$ cat config.mk
export PLATFORM = sky130hd
export DESIGN_NAME = ps2_mouse_sequencer
export DESIGN_NICKNAME = d
export VERILOG_FILES = /design/src/rtl/ps2_mouse_sequencer.sv
export SDC_FILE = /design/constraint.sdc
export NUM_CORES = 1
export LEC_CHECK = 0
export CAP_MARGIN = 25
export CORE_ASPECT_RATIO = 0.75
export CORE_MARGIN = 2
export CORE_UTILIZATION = 55
export DETAILED_ROUTE_END_ITERATION = 7
export PLACE_DENSITY_LB_ADDON = 0.25
export SLEW_MARGIN = 30
export SYNTH_ARGS = -nofsm -noshare
export SYNTH_HDL_FRONTEND = slang
export SYNTH_SLANG_ARGS = --single-unit
$ cat constraint.sdc
create_clock -name qzt_clk -period 4.7 [get_ports qzt_clk]
set_input_delay 0.94 -clock qzt_clk [delete_from_list [all_inputs] [get_ports qzt_clk]]
set_output_delay 0.94 -clock qzt_clk [all_outputs]
set_load 0.005 [all_outputs]
$ cat src/rtl/ps2_mouse_sequencer.sv
// ---------------------------------------------------------------------------
// ps2_mouse_sequencer
//
// Brings up a PS/2 mouse and then runs it in stream mode. The init sequence
// sends 0xFF (reset) and expects 0xFA, 0xAA, 0x00. It then sends 0xF4
// (enable data reporting) and expects 0xFA. Any wrong byte, transmit error
// or timeout triggers a retry, up to MAX_RETRY attempts in total, after which
// the block parks in ERROR until restart. In stream mode, 3-byte movement
// packets are assembled and published on registered outputs with a
// one-cycle valid strobe.
//
// Ports
//   qzt_clk       system clock, rising edge
//   reset         asynchronous, active-high reset
//   restart       one-cycle pulse, restarts init from any state
//   tx_busy       transceiver busy; a command is only issued while low
//   tx_done       one-cycle pulse, command byte sent and acknowledged
//   tx_err        one-cycle pulse, command transmit failed
//   rx_byte       received byte, qualified by rx_valid
//   rx_valid      one-cycle pulse, new byte on rx_byte
//   tx_byte       command byte, stable from tx_start until tx_done/tx_err
//   tx_start      one-cycle request to send tx_byte
//   status_pck_1  packet byte 1 (buttons, signs, overflow)
//   xm_pck_2      packet byte 2, X movement
//   ym_pck_3      packet byte 3, Y movement
//   pck_valid     one-cycle pulse, new packet on the three packet outputs
//   init_done     high while in the stream states
//   error         high in ERROR
//   state_dbg     current state encoding
// ---------------------------------------------------------------------------
module ps2_mouse_sequencer #(
   parameter int unsigned TIMEOUT_CYCLES = 25_000_000,
   parameter int unsigned GAP_CYCLES     = 1_000_000,
   parameter int unsigned MAX_RETRY      = 3
) (
   input  logic       qzt_clk,
   input  logic       reset,
   input  logic       restart,
   input  logic       tx_busy,
   input  logic       tx_done,
   input  logic       tx_err,
   input  logic [7:0] rx_byte,
   input  logic       rx_valid,
   output logic [7:0] tx_byte,
   output logic       tx_start,
   output logic [7:0] status_pck_1,
   output logic [7:0] xm_pck_2,
   output logic [7:0] ym_pck_3,
   output logic       pck_valid,
   output logic       init_done,
   output logic       error,
   output logic [3:0] state_dbg
);

   typedef enum logic [3:0] {
      SEND_RST  = 4'd0,
      WAIT_ACK1 = 4'd1,
      WAIT_BAT  = 4'd2,
      WAIT_ID   = 4'd3,
      SEND_EN   = 4'd4,
      WAIT_ACK2 = 4'd5,
      STR_B1    = 4'd6,
      STR_B2    = 4'd7,
      STR_B3    = 4'd8,
      ERROR     = 4'd9
   } state_t;

   localparam int unsigned RW           = (MAX_RETRY < 2) ? 1 : $clog2(MAX_RETRY + 1);
   localparam logic [25:0] TIMEOUT_LAST = 26'(TIMEOUT_CYCLES - 1);
   localparam logic [25:0] GAP_LAST     = 26'(GAP_CYCLES - 1);
   localparam logic [RW-1:0] RETRY_LAST = RW'(MAX_RETRY - 1);

   state_t          state_q, state_d;
   logic [25:0]     cnt_q;          // shared init-timeout / packet-gap counter
   logic            sent_q;         // command already issued in this SEND state
   logic [RW-1:0]   retry_cnt, retry_d;
   logic [7:0]      shadow_status, shadow_x;

   logic            fail, load_tx, cnt_en, reenter;
   logic            take_b1, take_b2, take_b3;
   logic [7:0]      tx_cmd, exp_byte;

   // NOTE: every signal written below gets a default first, so no path can
   // leave one unassigned and infer a latch.
   always_comb begin
      state_d  = state_q;
      retry_d  = retry_cnt;
      fail     = 1'b0;
      load_tx  = 1'b0;
      cnt_en   = 1'b0;
      tx_cmd   = 8'hFF;
      exp_byte = 8'h00;
      take_b1  = 1'b0;
      take_b2  = 1'b0;
      take_b3  = 1'b0;

      case (state_q)
         SEND_RST, SEND_EN: begin
            cnt_en = 1'b1;
            tx_cmd = (state_q == SEND_EN) ? 8'hF4 : 8'hFF;
            if (!sent_q)      load_tx = !tx_busy;
            else if (tx_err)  fail    = 1'b1;
            else if (tx_done) state_d = (state_q == SEND_EN) ? WAIT_ACK2 : WAIT_ACK1;
            if (cnt_q == TIMEOUT_LAST && state_d == state_q) fail = 1'b1;
         end
         WAIT_ACK1, WAIT_BAT, WAIT_ID, WAIT_ACK2: begin
            cnt_en   = 1'b1;
            exp_byte = (state_q == WAIT_BAT) ? 8'hAA :
                       (state_q == WAIT_ID)  ? 8'h00 : 8'hFA;
            // The encodings are ordered so each matched response steps to
            // the next state (WAIT_ID -> SEND_EN, WAIT_ACK2 -> STR_B1).
            if (rx_valid) begin
               if (rx_byte == exp_byte) state_d = state_t'(state_q + 4'd1);
               else                     fail    = 1'b1;
            end else if (cnt_q == TIMEOUT_LAST) begin
               fail = 1'b1;
            end
         end
         STR_B1: begin
            // Only a byte with bit 3 set can start a packet (resync).
            if (rx_valid && rx_byte[3]) begin
               take_b1 = 1'b1;
               state_d = STR_B2;
            end
         end
         STR_B2, STR_B3: begin
            cnt_en = 1'b1;
            if (rx_valid) begin
               take_b2 = (state_q == STR_B2);
               take_b3 = (state_q == STR_B3);
               state_d = (state_q == STR_B2) ? STR_B3 : STR_B1;
            end else if (cnt_q == GAP_LAST) begin
               state_d = STR_B1;
            end
         end
         ERROR:   ;
         default: state_d = SEND_RST;
      endcase

      if (fail) begin
         load_tx = 1'b0;
         retry_d = retry_cnt + RW'(1);
         state_d = (retry_cnt < RETRY_LAST) ? SEND_RST : ERROR;
      end

      if (state_q == WAIT_ACK2 && state_d == STR_B1) retry_d = '0;

      if (restart) begin
         state_d = SEND_RST;
         retry_d = '0;
         fail    = 1'b0;
         load_tx = 1'b0;
         take_b1 = 1'b0;
         take_b2 = 1'b0;
         take_b3 = 1'b0;
      end

      // A retry into SEND_RST from SEND_RST is still a fresh entry.
      reenter = restart || fail || (state_d != state_q);
   end

   // NOTE: registers use non-blocking assignments so every flop samples the
   // pre-edge values, independent of statement order.
   always_ff @(posedge qzt_clk or posedge reset) begin
      if (reset) begin
         state_q   <= SEND_RST;
         init_done <= 1'b0;
         error     <= 1'b0;
      end else begin
         state_q   <= state_d;
         init_done <= (state_d == STR_B1) || (state_d == STR_B2) || (state_d == STR_B3);
         error     <= (state_d == ERROR);
      end
   end

   assign state_dbg = state_q;

   always_ff @(posedge qzt_clk or posedge reset) begin
      if (reset) begin
         cnt_q         <= '0;
         sent_q        <= 1'b0;
         retry_cnt     <= '0;
         tx_byte       <= 8'h00;
         tx_start      <= 1'b0;
         shadow_status <= 8'h00;
         shadow_x      <= 8'h00;
         status_pck_1  <= 8'h00;
         xm_pck_2      <= 8'h00;
         ym_pck_3      <= 8'h00;
         pck_valid     <= 1'b0;
      end else begin
         tx_start  <= 1'b0;
         pck_valid <= 1'b0;
         retry_cnt <= retry_d;

         if (reenter) begin
            cnt_q  <= '0;
            sent_q <= 1'b0;
         end else if (cnt_en) begin
            cnt_q  <= cnt_q + 26'd1;
         end

         if (load_tx) begin
            tx_start <= 1'b1;
            tx_byte  <= tx_cmd;
            sent_q   <= 1'b1;
         end

         if (take_b1) shadow_status <= rx_byte;
         if (take_b2) shadow_x      <= rx_byte;
         if (take_b3) begin
            status_pck_1 <= shadow_status;
            xm_pck_2     <= shadow_x;
            ym_pck_3     <= rx_byte;
            pck_valid    <= 1'b1;
         end
      end
   end

endmodule
Yosys cells after proc, flatten, opt, wreduce, memory -nomap -nowiden --
Cells that the tools add are included.
Cells by class: $add $sub $neg 3, multipliers 0, divide/modulo/power cells 0, order comparisons 1, equality and inequality tests 19, shifts and indexed selects 0, muxes and demuxes 50, bitwise gates (word level) 0, reductions and logical operators 16
Operators by type and width (count):
- 2-to-1 mux 4 bit | 15
- 2-to-1 mux 26 bit | 2
- == test 4 x 3 -> 1 bit (second input constant) | 7
- adder 26 x 1 -> 26 bit (second input constant) | 1
- == test 26 x 20 -> 1 bit (second input constant) | 1
- == test 26 x 25 -> 1 bit (second input constant) | 1
- 2-to-1 mux 1 bit | 25
- case mux 4 bit (5 select lines) | 1
- == test 4 bit (second input constant) | 4
- 2-to-1 mux 8 bit | 2
- == test 4 x 2 -> 1 bit (second input constant) | 2
- == test 8 bit | 1
- OR reduction 8 bit | 1
- 2-to-1 mux 2 bit | 3
- adder 4 x 1 -> 4 bit (second input constant) | 1
- == test 4 x 1 -> 1 bit (second input constant) | 1
- == test 4 bit | 1
- logical NOT 4 bit | 1
- logical OR 1 bit | 4
- != test 4 bit | 1
- nonzero test 2 bit | 2
- OR reduction 2 bit | 2
- OR reduction 4 bit | 1
- logical AND 1 bit | 3
- 6 further kinds | 6
Storage, ports and cells: flip-flop bits (word level) 85, bits in latches 0, memory bits (writable) 0, bits in read-only memories 0, bits of input ports 15, word-level logic and storage cells 103, memories kept 0

Depth between registers and ports, before layout --
Gate-level depths: netlist (run 1).
depth after elaboration 16, mapped depth 13, gate-level depth less buffers 10

Worst setup path after synthesis (run 1) --
No wires, ideal clock.
path type input to register, start input rx_byte[5], end register cnt_q[1], arrival time 3.376 ns, required time 4.631 ns, path slack 1.255 ns, cell stages on the path 10, buffers on the path 2, path through or4_1 > mux2i_4 > o211ai_1 > o311ai_1 > a21oi_1 > o41a_1 > a2111o_1 > buf_6 > buf_8 > nor2_4
On the way: word-level cells in the longest chain between the ends 9, elaborated cells between the ends (all ways) 15
Ends and longest elaborated chain:
- start, declared | RTL line 42 | input logic [7:0] rx_byte,
- == test 8 bit * | RTL line 113 | if (rx_byte == exp_byte) state_d = state_t'(state_q + 4'd1);
- 2-to-1 mux 4 bit or 2-to-1 mux 1 bit (tied branches) | RTL line 113
- 2-to-1 mux 4 bit or 2-to-1 mux 1 bit (tied branches) | RTL line 112 | if (rx_valid) begin
- case mux 4 bit (5 select lines) or case mux 1 bit (2 select lines) (tied branches) | RTL line 97 | case (state_q)
- 2-to-1 mux 4 bit | RTL line 140 | if (fail) begin
- 2-to-1 mux 4 bit | RTL line 148 | if (restart) begin
- != test 4 bit | RTL line 159 | reenter = restart || fail || (state_d != state_q);
- logical OR 1 bit * | RTL line 159
- 2-to-1 mux 26 bit or nonzero test 2 bit (tied branches)
- end signal, assigned | RTL line 200 | cnt_q <= cnt_q + 26'd1;
- end, declared | RTL line 74 | logic [25:0] cnt_q;
Mark *: on every way between the ends. The rest lies on a longest branch, timed or not. A chain may end at the register's enable or synchronous reset.

Worst setup path in the final report (run 1) --
start input rx_byte[3], end register sent_q
On the way: word-level cells in the longest chain between the ends 9, elaborated cells between the ends (all ways) 19
Ends and longest elaborated chain:
- == test 8 bit | RTL line 113
- 2-to-1 mux 4 bit or 2-to-1 mux 1 bit (tied branches) | RTL line 113
- 2-to-1 mux 4 bit or 2-to-1 mux 1 bit (tied branches) | RTL line 112
- case mux 4 bit (5 select lines) or case mux 1 bit (2 select lines) (tied branches) | RTL line 97
- 2-to-1 mux 4 bit | RTL line 140
- 2-to-1 mux 4 bit | RTL line 148
- != test 4 bit | RTL line 159
- logical OR 1 bit | RTL line 159
- nonzero test 2 bit (no line)
- end signal, assigned | RTL line 181 | sent_q <= 1'b0;
- end signal, assigned | RTL line 198 | sent_q <= 1'b0;
- end signal, assigned | RTL line 206 | sent_q <= 1'b1;
- end, declared | RTL line 75 | logic sent_q;
Parallel ways exist; a longest one is shown, timed or not.

==> out/qor.yml, run 1 <==
swShare_pct: 25.2
fp.dieH_um: 79.1
hold_class: "flip-flop to flip-flop"
die_w_um: 104
crit_path_start_kind: "input port"
hold_ws_ns: 0.484
dr.pass1.iters: 4
crit_start: "rx_byte[3]"
dp_hpwl_um: 6100
fin_crit_ns: 3.83
maxCapViolCount: 0
cp-end-kind: "flip-flop"
hold_path_depth: 1
setup-violations-final: 0
grt_pass1_vias: 2800
p_leak_uw: 0.00209
ioPinCount: 55
clk-insertion-delay-late_ns: 0.34
ys_seq_elements: 79
gr-usage-met3_pct: 5.25
worstMarginPinSlew_ns: 0.871
antenna_found_initial: 0
r2r-start: "state_dbg[0]"
wire_per_inst_um: 16.3
htreeDepth: 3
clk_path_buf_depth: 2
fin_tns_setup_ns: 0
worst-r2r-cell-count: 11
grt_max_degree: 51
placement_rows: 27
rsz0062_at_grt: "false"
drc: 0
n_antenna_cell: 0
drt-initial-drc-count: 247
yosysSeqAreaShare_pct: 47.8
syn_avg_cell_area_um2: 11.2
ys_top_cells_by_area: "dfrtp_1 (48%), mux2_2 (11%), xor2_1 (3.4%)"
cts_tree: "yes"
slew_viol_final: 0
outcome: "completed"
final_core_util_pct: 67.6
arrival_ns: 4.10
min_from: "shadow_status[3]"
hold_viol: 0
cp_max_fo: 27
path_class: "input port to flip-flop"
max-vdd-ir-drop_v: 0.000164
cp.required_ns: 4.97
syn-cell-area_mm2: 0.00413
p_int_uw: 1070
period_share_pct: 81.6
routed_wl_um: 8570
synthCells: 369
clk_pin_slew_worst_paths_ns: 0.08
netlist.area_leader.share_pct: 47.8
fmax_ghz: 0.261
r2r_slack_ns: 1.01
start_util_pct: 56.6
r2r_end: "sent_q"
endpoint: "sent_q"
sequentialPowerShare_pct: 49.8
holdBufCountCts: 0
grt.total_usage_pct: 22.1
grt_pass1_wl_um: 14200
die_area_mm2: 0.00823
yosysWarnings: 0
clockRootBuffer: "clkbuf_8"
use_met1_pct: 32.1
post_cts_buffers: 0
nFillCells: 564
place_congestion: 0.919
ctsResizeCount: 0
clockPowerShare_pct: 38.7
io_buffers: 54
yosysTopAreaCell: "dfrtp_1"
clock-skew-final_ns: 0.00348
synthArstFlopShare_pct: 100
nNetsFinal: 441
grt_overflow: 0
power_density_mw_per_mm2: 290
core_mm2: 0.00730
total_power_uw: 1430
ys.flop_type: "dfrtp_1"
numCtsBuffers: 9
areaGrowthSynthToFinish_pct: 19.5
vias: 2957
synth_edf_count: 0
ant_nets: 0
busiest_layer: "met2"
switchingPower_uw: 361
slew_headroom_pct: 41.7
ys_types: 63
met2_usage_pct: 32.6
synthesis.nets: 389
cts.sinks: 79
vias_per_cell: 5.61
combPwrFrac_pct: 11.5
layout-drive-gt1-share_pct: 20.9
==> through the flow <==
step | std cells | setup slack, ns | instance area (um^2)
finish | 527 | 0.867 | 4940
global route | 527 | 0.767 | 4940
CTS | 527 | 0.884 | 4940
detailed placement | 511 | 0.518 | 4720
global placement | 511 | 0.585 | 4720
floorplan | 369 | 1.25 | 4130
==> cell type report <==
class / instances / area [um^2] / share of cell area, %
clock buffers: 10 / 128 / 2.59
clock inverters: 6 / 92.6 / 1.88
inverters: 12 / 46.3 / 0.938
multi-input cells: 261 / 2000 / 40.4
flip-flops and latches: 79 / 1980 / 40.1
well taps: 101 / 126 / 2.56
repair buffers: 58 / 571 / 11.6
==> kinds of logic after synthesis <==
group | Yosys count | synth area share, %
mux | 42 | 11.8
compound gates | 44 | 7.97
simple gates | 142 | 21.0
flops | 79 | 47.8
fa+ha+maj | 5 | 1.51
buf+inv | 29 | 3.97
xor+xnor | 28 | 5.94
==> how the worst min path moves through the flow <==
stage,to,slack (ns)
final,shadow_status[3],0.48
after global routing,shadow_status[3],0.49
after CTS,shadow_status[3],0.49
after detailed placement,shadow_status[3],0.47
after global placement,shadow_status[3],0.45
after floorplan,shadow_status[3],0.43
==> critical path, cell delays in order <==
cell and delay, ns:
clkdlybuf4s50_1 0.53, or4_1 0.56, mux2i_4 0.23, o211ai_1 0.17, o311ai_1 0.33, a21oi_1 0.11
o41a_1 0.42, a2111o_1 0.36, buf_4 0.29, o21ai_1 0.17
==> synthesized netlist by cell type, types with 9 or more instances <==
library cell   n
xnor2_1       12
nor2_1        25
inv_1         12
xor2_1        16
nand3_1       11
mux2_2        39
dfrtp_1       79
nand4_1       12
nor3_1         9
nand2_1       23
nor2_2        11
a21oi_1       11
nor2_4         9
==> sequential cells by signal, indices dropped and copies added (netlist names) <==
name           flops
cnt_q             26
error              1
init_done          1
pck_valid          1
retry_cnt          2
sent_q             1
shadow_status      8
shadow_x           8
state_dbg          4
status_pck_1       8
tx_byte            2
tx_start           1
xm_pck_2           8
ym_pck_3           8
==> layout by cell type (no fill, tap or decap), types with 3 or more instances in the layout <==
| cell type | synthesis | final |
|---|---|---|
| a21o_1 | 3 | 3 |
| a21oi_1 | 11 | 11 |
| a31oi_1 | 4 | 4 |
| and2_1 | 3 | 3 |
| and3_1 | 3 | 3 |
| and3b_1 | 3 | 3 |
| buf_4 | 7 | 4 |
| clkbuf_8 | 0 | 9 |
| clkdlybuf4s50_1 | 0 | 54 |
| dfrtp_1 | 79 | 79 |
| ha_1 | 5 | 5 |
| inv_1 | 12 | 11 |
| mux2_2 | 39 | 39 |
| nand2_1 | 23 | 23 |
| nand2b_1 | 4 | 4 |
| nand3_1 | 11 | 11 |
| nand4_1 | 12 | 12 |
| nor2_1 | 25 | 25 |
| nor2_2 | 11 | 11 |
| nor2_4 | 9 | 9 |
| nor2b_1 | 6 | 6 |
| nor3_1 | 9 | 8 |
| nor3b_1 | 3 | 3 |
| o2111ai_1 | 3 | 3 |
| o211ai_1 | 5 | 5 |
| or3_1 | 3 | 3 |
| xnor2_1 | 12 | 12 |
| xor2_1 | 16 | 16 |
==> per-layer routing <==
metal	share of wire, %	vias to the layer above
met5	0	-
met4	1.4	0
met3	4.9	9
met2	45	77
met1	49	1460
li1	-	1411
==> power by group through the flow <==
stage          logic, uW  clock network (uW)  registers (uW)
2_1_floorplan        115                   0             724
3_3_place_gp         162                   0             725
3_5_place_dp         166                   0             727
4_1_cts              167                 570             714
5_1_grt              181                 602             716
6_report             165                 555             714
No activity file was read; power rests on OpenSTA's default activity.
==> run 2: changes to the inputs <==
--- a/config.mk
+++ b/config.mk
@@ -8,7 +8,7 @@
 export CAP_MARGIN = 25
 export CORE_ASPECT_RATIO = 0.75
 export CORE_MARGIN = 2
-export CORE_UTILIZATION = 55
+export CORE_UTILIZATION = 50
 export DETAILED_ROUTE_END_ITERATION = 7
 export PLACE_DENSITY_LB_ADDON = 0.25
 export SLEW_MARGIN = 30
==> constraint.sdc (replaced) <==
create_clock -name qzt_clk -period 3.25 [get_ports qzt_clk]
set_input_delay 0.65 -clock qzt_clk [delete_from_list [all_inputs] [get_ports qzt_clk]]
set_output_delay 0.65 -clock qzt_clk [all_outputs]
set_load 0.005 [all_outputs]
==> run 2 against run 1 <==
  * Setup slack got worse by 0.83 ns
  * Clock power rose by 49%
  * First-iteration DRC count rose by 20%
  * Sequential power rose by 44%
  * Final cell count rose by 11%
  * Register-to-register slack got worse by 0.97 ns
  * Sequential share of layout area fell by 4.4 points
==> out/qor.yml, run 2 (synthesis gave the netlist of run 1 again) <==
clk-insertion-delay-late_ns: 0.36
start_util_pct: 52.0
hold_ws_ns: 0.488
gr-usage-met3_pct: 5.26
areaGrowthSynthToFinish_pct: 34.8
placed_cell_area_mm2: 0.00503
drc: 0
routed_wl_um: 10000
ant_nets: 0
maxCapViolCount: 0
worstMarginPinSlew_ns: 0.541
rsz0062_at_grt: "true"
clockRootBuffer: "clkbuf_8"
hold_viol: 0
clk_pin_slew_worst_paths_ns: 0.08
p_leak_uw: 0.00248
met2_usage_pct: 33.2
grt_max_degree: 32
busiest_layer: "met2"
total_power_uw: 2210
slew_headroom_pct: 63.9
cts.sinks: 79
drt-initial-drc-count: 296
cp_max_fo: 5
use_met1_pct: 32.2
dr.pass1.iters: 4
setup-violations-final: 0
grt_pass1_vias: 3094
place_congestion: 0.928
crit_start: "state_dbg[0]"
vias_per_cell: 5.51
core_mm2: 0.00795
clk_path_buf_depth: 2
r2r-start: "state_dbg[0]"
stdcell_area_mm2: 0.00557
endpoint: "cnt_q[10]"
regMostFlops: "cnt_q"
ioPinCount: 55
nNetsFinal: 496
antenna_found_initial: 0
slew_viol_final: 0
die_area_mm2: 0.00901
fp.dieH_um: 82.7
fin_crit_ns: 3.21
grt_pass1_wl_um: 15400
final_core_util_pct: 70.0
fmax_ghz: 0.311
worst-r2r-cell-count: 13
r2r_end: "cnt_q[10]"
grt_overflow: 0
largest_reg_flops: 26
final_common_cell: "dfrtp_1"
io_buffers: 54
layout-drive-gt1-share_pct: 35.8
numCtsBuffers: 9
fin_tns_setup_ns: 0
cp.required_ns: 3.54
final_cell_mix: "dfrtp_1 (74), buf_4 (52), clkdlybuf4s50_1 (48)"
cp-end-kind: "flip-flop"
grt.total_usage_pct: 22.4
n_antenna_cell: 0
placement_rows: 28
power_density_mw_per_mm2: 396
htreeDepth: 3
path_class: "flip-flop to flip-flop"
crit_path_start_kind: "flip-flop"
hold_class: "flip-flop to flip-flop"
arrival_ns: 3.50
wire_per_inst_um: 17.1
cts_tree: "yes"
dp_hpwl_um: 6970
clock-skew-final_ns: 0.00962
vias: 3230
period_share_pct: 98.9
die_w_um: 109
r2r_slack_ns: 0.04
max-vdd-ir-drop_v: 0.000450
outcome: "completed"
run 2: critical path, cell delays in order (launching register included):
cell and delay, ns:
dfrtp_2 0.40, buf_4 0.13, ha_4 0.15, nor4b_4 0.29, mux2i_4 0.33, buf_4 0.16, a21oi_1 0.06, nor3b_1 0.27
buf_4 0.18, a21oi_1 0.09, xor2_1 0.17, a2111o_2 0.59, clkbuf_16 0.22, nor2_2 0.11
run 2: area by class of cell:
class                      instances  area (um^2)
fill                             589         2380
multi-input combinational        261         2110
sequential                        79         1980
timing repair buffer             113         1070
clock buffer                      10          138
tap                              105          131
clock inverter                     6         92.6
inverter                          12         45.0
run 2: what timing repair did:
action,in CTS,in global routing
setup buffers,3,11
hold buffers,0,0
pin swaps,3,12
setup endpoints to repair,27,27
gates cloned,0,3
resized for setup,2,41
run 2: worst min-delay path by stage:
| stage | from | to | slack [ns] | depth (start not counted) |
|---|---|---|---|---|
| final | shadow_status[3] | shadow_status[3] | 0.49 | 1 |
| after global routing | shadow_status[3] | shadow_status[3] | 0.53 | 1 |
| after floorplan | shadow_status[3] | shadow_status[3] | 0.43 | 1 |
| after global placement | shadow_status[3] | shadow_status[3] | 0.45 | 1 |
| after detailed placement | shadow_status[3] | shadow_status[3] | 0.47 | 1 |
| after CTS | shadow_status[3] | shadow_status[3] | 0.49 | 1 |
run 2: routing by layer:
layer | part of all wire [%] | routed length, um
met1 | 47 | 4750
met2 | 46 | 4590
met3 | 5.7 | 568
met4 | 1.2 | 118
met5 | 0 | 0
run 2: power breakdown:
| part | internal (uW) | switching [uW] |
|---|---|---|
| combinational | 177 | 172 |
| sequential | 1010 | 21.1 |
| clock | 457 | 371 |
| total | 1640 | 564 |
run 2: per-stage QoR:
| stage | cells | setup WS [ns] |
|---|---|---|
| 3_3_place_gp | 553 | -0.415 |
| 2_1_floorplan | 369 | 0.0171 |
| 5_1_grt | 586 | -0.0670 |
| 3_5_place_dp | 553 | -0.485 |
| 4_1_cts | 572 | 0.0176 |
| 6_report | 586 | 0.0357 |
==> run 3: changes to the inputs <==
--- a/config.mk
+++ b/config.mk
@@ -10,7 +10,7 @@
 export CORE_MARGIN = 2
 export CORE_UTILIZATION = 50
 export DETAILED_ROUTE_END_ITERATION = 7
-export PLACE_DENSITY_LB_ADDON = 0.25
+export PLACE_DENSITY = 0.76
 export SLEW_MARGIN = 30
 export SYNTH_ARGS = -nofsm -noshare
 export SYNTH_HDL_FRONTEND = slang
==> run 3 against run 2 <==
  * The flow now finishes with violations (setup timing)
  * Design area rose by 2.0%
  * Count of clock-buffer cells in the layout did not move
  * Total power rose by 4.7%
  * Register-to-register slack got worse by 0.06 ns
  * Global-route usage rose by 1.7 points
  * First-iteration DRC count fell by 15%
  * Utilization rose by 1.4 points
  * Critical endpoint is now cnt_q[25]
  * Largest cell class unchanged
  * Largest power group unchanged
  * Highest routed layer unchanged
==> out/qor.yml, run 3 (synthesis gave the netlist of run 1 again) <==
areaGrowthSynthToFinish_pct: 37.5
worst-r2r-cell-count: 12
r2r_end: "cnt_q[25]"
dp_hpwl_um: 7040
r2r-start: "cnt_q[9]"
whs_endpoint: "shadow_status[3]"
slew_headroom_pct: 59.7
total_power_uw: 2310
antenna_found_initial: 0
clk-insertion-delay-late_ns: 0.35
layout-drive-gt1-share_pct: 35.5
placed_cells: 556
p_int_uw: 1740
clockRootBuffer: "clkbuf_8"
place_congestion: 0.938
grt_pass1_wl_um: 16500
crit_path_top_delay_cell: "clkdlybuf4s50_1"
core_mm2: 0.00795
htreeDepth: 3
period_share_pct: 101
swShare_pct: 24.5
worstMarginPinSlew_ns: 0.603
combPwrFrac_pct: 17.0
final_common_cell: "dfrtp_1"
cp-end-kind: "flip-flop"
p_leak_uw: 0.00251
drt-initial-drc-count: 251
cp_top_family: "buffers and inverters"
path_cells: "clkdlybuf4s50_1, inv_1, nor3_1, buf_4, buf_4, o2111ai_1, a31oi_1, mux2_4, xnor2_1, a2111o_2, bufbuf_16, nor2_2"
cts_tree: "yes"
dr.pass1.iters: 6
min_from: "shadow_status[3]"
path_common_cell: "buf_4"
grt_max_degree: 35
outcome: "complete, but fails checks"
cts.sinks: 79
power_density_mw_per_mm2: 407
hold_path_depth: 1
numCtsBuffers: 9
start_util_pct: 52.0
hold_class: "flip-flop to flip-flop"
vias: 3393
clock-skew-final_ns: 0.00955
final_cell_count_no_fill: 589
cp.required_ns: 3.54
die_area_mm2: 0.00901
clockPowerShare_pct: 38.4
sequentialPowerShare_pct: 44.6
arrival_ns: 3.56
fp.dieH_um: 82.7
slew_viol_final: 0
cp_max_fo: 5
crit_buf_inv: 5
fin_ws_ns: -0.0292
r2r_slack_ns: -0.03
regMostFlops: "cnt_q"
wire_per_inst_um: 18.3
drc: 0
vias_per_cell: 5.76
grt_overflow: 0
grt.total_usage_pct: 24.1
ioPinCount: 55
max-vdd-ir-drop_v: 0.000282
slowest_delay_ns: 0.53
maxCapViolCount: 0
largest_reg_flops: 26
n_antenna_cell: 0
hold_viol: 0
routed_wl_um: 10800
clk_pin_slew_worst_paths_ns: 0.08
fin_crit_ns: 3.28
path_class: "input port to flip-flop"
crit_cells: 12
placement_rows: 28
ant_nets: 0
nNetsFinal: 500
failed_checks: "setup timing"
clk_path_buf_depth: 2
setup-violations-final: 24
die_w_um: 109
rsz0062_at_grt: "true"
io_buffers: 54
grt_pass1_vias: 3284
fmax_ghz: 0.305
final_cell_mix: "dfrtp_1 (75), buf_4 (54), clkdlybuf4s50_1 (48)"
crit_path_start_kind: "input port"
switchingPower_uw: 567
run 3: power groups by stage:
| stage | registers (uW) | clock network, uW | logic (uW) |
|---|---|---|---|
| floorplan | 1050 | 0 | 166 |
| global placement | 1050 | 0 | 278 |
| detailed placement | 1050 | 0 | 284 |
| CTS | 1030 | 898 | 365 |
| global route | 1040 | 942 | 419 |
| finish | 1030 | 887 | 393 |
run 3: how the worst max path moves through the flow:
| stage | startpoint | end |
|---|---|---|
| after floorplan | state_dbg[0] | cnt_q[1] |
| after global placement | rx_byte[5] | sent_q |
| after detailed placement | rx_byte[5] | sent_q |
| after CTS | rx_byte[5] | cnt_q[1] |
| after global routing | cnt_q[9] | cnt_q[25] |
| final | rx_valid | cnt_q[25] |
run 3: area by class of cell:
| class | instances | area (um^2) |
|---|---|---|
| sequential | 79 | 1980 |
| inverter | 12 | 45.0 |
| fill | 550 | 2270 |
| multi-input combinational | 261 | 2150 |
| clock buffer | 10 | 138 |
| tap | 105 | 131 |
| clock inverter | 5 | 106 |
| timing repair buffer | 117 | 1120 |
run 3: worst reg2reg max path: stages, from the launching register on:
cell and delay, ns:
dfrtp_1 0.37, buf_4 0.14, or4b_1 0.44, or3_4 0.43, o21ai_4 0.20, o221ai_2 0.12, a21oi_2 0.19, buf_4 0.14
buf_4 0.10, o211ai_1 0.12, a2111o_2 0.55, bufbuf_16 0.31, nor2_2 0.10
run 3: stage by stage:
step | instance area, um^2 | setup slack (ns) | setup TNS, ns | util [%] | hold WS [ns]
global placement | 5050 | -0.402 | -10.35 | 63.5 | 0.448
finish | 5680 | -0.0292 | -0.353 | 71.4 | 0.505
global route | 5680 | -0.101 | -2.15 | 71.4 | 0.518
detailed placement | 5050 | -0.453 | -11.85 | 63.5 | 0.488
CTS | 5490 | 0.00609 | 0 | 69.1 | 0.512
floorplan | 4130 | 0.0171 | 0 | - | 0.433
run 3: layer usage:
metal | GRT usage, % | wire length, um
met5 | 0 | 0
met4 | 7.44 | 211
met3 | 4.47 | 862
met2 | 35.7 | 5000
met1 | 35.7 | 4730
run 3: repair_timing:
item,CTS,global route
buffers inserted,8,7
gates cloned,3,0
hold buffers,0,0
endpoints found under the setup margin,27,27
gates resized for setup,19,31
pin swaps,7,9
